==> src/rtl/audio_pause_fader.sv <==
// Pause fader: ramps the audio gain 64 -> 0 while paused and back to 64 on resume,
// scaling each sample as (audio_in * gain) >> 6 with one clock of latency.
module audio_pause_fader #(
    parameter int STEP_DIV = 48
) (
    input  logic        clk_sys,
    input  logic        reset,
    input  logic        ce_sample,
    input  logic [15:0] audio_in,
    input  logic        pause,
    output logic [15:0] audio_out,
    output logic        muted,
    output logic        fading,
    output logic [1:0]  fsm_state
);

    typedef enum logic [1:0] {
        PLAY     = 2'd0,
        FADE_OUT = 2'd1,
        MUTED    = 2'd2,
        FADE_IN  = 2'd3
    } state_t;

    localparam logic [7:0] STEP_LAST = 8'(STEP_DIV - 1);

    state_t      state, state_n;
    logic [6:0]  gain, gain_n;
    logic [7:0]  cnt, cnt_n;
    logic [22:0] product;

    assign product   = {7'd0, audio_in} * {16'd0, gain};
    assign fsm_state = state;

    // Direction reversals are checked before the step so a reversal always wins.
    // The gain==0 / gain==64 guards cover a reversal that happens before any step.
    always_comb begin
        state_n = state;
        gain_n  = gain;
        cnt_n   = cnt;
        case (state)
            PLAY: begin
                gain_n = 7'd64;
                cnt_n  = 8'd0;
                if (pause) state_n = FADE_OUT;
            end
            MUTED: begin
                gain_n = 7'd0;
                cnt_n  = 8'd0;
                if (!pause) state_n = FADE_IN;
            end
            FADE_OUT: begin
                if (!pause) begin
                    state_n = FADE_IN;
                    cnt_n   = 8'd0;
                end else if (gain == 7'd0) begin
                    state_n = MUTED;
                    cnt_n   = 8'd0;
                end else if (ce_sample) begin
                    if (cnt == STEP_LAST) begin
                        cnt_n  = 8'd0;
                        gain_n = gain - 7'd1;
                        if (gain == 7'd1) state_n = MUTED;
                    end else begin
                        cnt_n = cnt + 8'd1;
                    end
                end
            end
            FADE_IN: begin
                if (pause) begin
                    state_n = FADE_OUT;
                    cnt_n   = 8'd0;
                end else if (gain == 7'd64) begin
                    state_n = PLAY;
                    cnt_n   = 8'd0;
                end else if (ce_sample) begin
                    if (cnt == STEP_LAST) begin
                        cnt_n  = 8'd0;
                        gain_n = gain + 7'd1;
                        if (gain == 7'd63) state_n = PLAY;
                    end else begin
                        cnt_n = cnt + 8'd1;
                    end
                end
            end
            default: begin
                state_n = PLAY;
                gain_n  = 7'd64;
                cnt_n   = 8'd0;
            end
        endcase
    end

    always_ff @(posedge clk_sys or posedge reset) begin
        if (reset) begin
            state     <= PLAY;
            gain      <= 7'd64;
            cnt       <= 8'd0;
            audio_out <= 16'h0000;
            muted     <= 1'b0;
            fading    <= 1'b0;
        end else begin
            state  <= state_n;
            gain   <= gain_n;
            cnt    <= cnt_n;
            muted  <= (state_n == MUTED);
            fading <= (state_n == FADE_OUT) || (state_n == FADE_IN);
            // Product uses the gain held before this cycle's step.
            if (ce_sample) audio_out <= 16'(product >> 6);
        end
    end

endmodule

==> config.mk <==
export PLATFORM = sky130hd
export DESIGN_NAME = audio_pause_fader
export DESIGN_NICKNAME = d
export VERILOG_FILES = /design/src/rtl/audio_pause_fader.sv
export SDC_FILE = /design/constraint.sdc
export NUM_CORES = 1
export LEC_CHECK = 0
export BUFFER_PORTS_ARGS = -buffer_cell sky130_fd_sc_hd__buf_2
export CORE_ASPECT_RATIO = 1.1
export CORE_MARGIN = 2
export CORE_UTILIZATION = 55
export DETAILED_ROUTE_END_ITERATION = 10
export PLACE_DENSITY = 0.81
export SETUP_SLACK_MARGIN = 0.5
export SYNTH_ARGS = -nofsm -noshare
export SYNTH_HDL_FRONTEND = slang
export SYNTH_SLANG_ARGS = --single-unit
==> constraint.sdc <==
create_clock -name clk_sys -period 5.4 [get_ports clk_sys]
set_clock_uncertainty 0.15 [all_clocks]
set_input_delay 0 -clock clk_sys [delete_from_list [all_inputs] [get_ports clk_sys]]
set_output_delay 0 -clock clk_sys [all_outputs]
set_load 0.02 [all_outputs]
==> results.md <==
- First-pass GRT wire length: 19900 um
- Via density: 6.05
- Final Cycle Share: 0.893
- ANT nets after route: 0
- CP Data Required Time: 5.44 ns
- Max FO, Critical Path: 7
- Clock Latency Late Sink: 0.30 ns
- Slew headroom: 0.477
- Die ar.: 10300 um2
- FFs w/ async S/R, synth: 1.00
- Worst path max stage delay: 0.56 ns
- Clk root buf: clkbuf_8
- Mapped cell area: 5210 um2
- Total Routed Length: 13100 um
- Final setup TNS: 0 ns
- Highest metal used: met4
- Vias post-DR: 4502
- Largest area contributor in the netlist: fa_1
- Reg clk slew, reported paths: 0.07 ns
- Max_cap viols: 0
- Commonest cells in the netlist: 81 x and2_1, 78 x inv_1, 67 x fa_1
- RSZ-0062 raised after global routing: false
- Avg Cell Area, Syn: 9.03 um2
- Clk sinks: 34
- Synth Register Bits: 34
- Post-synth top area share: 0.258
- Setup Viol. Count Final: 0
- Slowest cell on crit path: fa_1
- Overflow after GRT: 0
- Die H: 106 um
- GRT Total Usage: 0.235
- Largest net degree at the start of global routing: 35
- Iter 0 DRT Violations: 506
- Dpl hpwl: 8840 um
- CP Capture Type: flop
- Initial Utilization: 0.560
- Core ar.: 9310 um2
- Cell Chain, Critical Path: buf_6 -> and2_1 -> fa_1 -> fa_1 -> fa_1 -> inv_1 -> fa_1 -> inv_1 -> ha_4 -> and4_4 -> nand4_1 -> a211oi_2 -> mux2_4 -> a221o_2
- Antenna violations before repair: 0
- Status: completed
- Die W: 96.8 um
- Vias in the first global route: 4228
- HP Class: primary input to flop
- Layout cells sized above 1: 0.199
- Buf+Inv Stages, Crit Path: 3
- Most common cell in the netlist: and2_1
- H-tree Lvls: 2
- Synth Instances: 577
- Synth cell types: 68
- Routed wl met2: 6840 um
- DRC viols: 0
- Drt wl/cell: 17.6 um
- Routed length on met3: 693 um
- Slew @ Worst Pin: 0.784 ns
- Clock buffer count from CTS: 5
- Data arrival, critical path: 4.86 ns
- Post-synthesis net count: 705
- Area contributors post-synth: fa_1 26%, dfrtp_1 16%, ha_1 9.9%
- Inserted Diodes: 0
- Maximum clock insertion buffer count: 2
- Fmax: 207 MHz
- Crit path top cell by count: fa_1
- Sequential share of the synthesized area: 0.164
- Row count: 37
- Pins Over Slew Limit: 0
- Final net count: 754
- Met1 WL: 5290 um
- Synth warn: 0
- TritonRoute pass-1 iters: 5
- Area Growth Syn to Fin: 15.2%
- CP top delay family: adder cells
- Crit path launch type: flop
- Max VDD drop: 150 uV
- Main flop type after synthesis: dfrtp_1
- Number of port buffers: 39
- Finished Core Util: 0.645
- Critical path class: flop to flop
- Min Tclk post-route: 4.82 ns
- Final hold violations: 0
- Pwr dens: 209 nW/um2
- CTS tree: built
- Post-synth EDFFs: 0
- IO Count: 40
- Leak: 0.00300 uW
- Final Wtd Congestion: 0.954
[path summary, 6_finish.rpt]
kind,start,to,slack [ns],cells after the start
hold reg to reg,audio_out[10],audio_out[10],0.33,2
setup reg to reg,gain[2],audio_out[14],0.58,14
max in group asynchronous,reset,gain[2],4.52,4
min in group asynchronous,reset,cnt[0],0.20,4
hold / removal,ce_sample,audio_out[15],0.09,2
setup / recovery,gain[2],audio_out[14],0.58,14
[where the power goes]
part           internal (uW)  total, uW  switching, uW
sequential               308        366           57.7
combinational            284        686            402
clock                    104        205            100
total                    696       1260            561
[stage by stage]
stage	instance area, um2	hold slack (ns)	instances	setup slack, ns	power (uW)
floorplan	5240	-0.00914	577	0.502	824
global placement	5460	-0.0341	711	0.338	941
detailed placement	5460	-0.0234	711	0.197	963
CTS	5600	0.0779	723	0.484	1180
global route	6000	0.106	744	0.438	1340
finish	6000	0.0941	744	0.576	1260
[what timing repair did]
action                                  CTS  global route
cloned                                    0             0
hold endpoints to repair                 37             0
pin swaps                                 1            29
hold buffers                              2             0
setup buffers                             2            21
endpoints found under the setup margin   12            12
resized for setup                        10            48
[state kept, by name (all words and copies together) (netlist names)]
signal     cells
audio_out     16
cnt            8
fsm_state      2
gain           7
muted          1
[area by class of cell]
cell class                 count  area, um2
sequential                    34        867
clock buffer                   8       90.1
inverter                      78        293
timing repair buffer          69        440
fill                         698       3310
multi-input combinational    438       4160
tap                          117        146
[cells by family after synthesis]
group | Yosys count | share of synthesized area
AO/OA/AOI/OAI | 87 | 0.128
XOR/XNOR | 17 | 0.0286
buffers and inverters | 105 | 0.0843
adder cells (fa/ha/maj) | 108 | 0.356
multiplexers | 7 | 0.0139
flip-flops | 34 | 0.164
AND/OR/NAND/NOR | 219 | 0.225
[per-layer routing]
layer  up-vias  GRT usage
li1       2003          -
met1      2293      0.316
met2       175      0.403
met3        31     0.0224
met4         0     0.0744
met5         -          0
[placed cells by master (no fill, tap or decap), types with 10 or more instances in the layout]
| cell | netlist | layout |
|---|---|---|
| ha_4 | 0 | 11 |
| a21oi_1 | 22 | 17 |
| nand3_1 | 14 | 14 |
| dfrtp_1 | 33 | 28 |
| ha_1 | 41 | 29 |
| nor2_1 | 27 | 27 |
| xnor2_1 | 10 | 10 |
| inv_1 | 78 | 77 |
| buf_2 | 2 | 39 |
| and2_1 | 81 | 79 |
| buf_4 | 2 | 24 |
| nor3_1 | 10 | 10 |
| nand2_1 | 56 | 56 |
| fa_1 | 67 | 65 |
(Power assumes the default switching activity.)
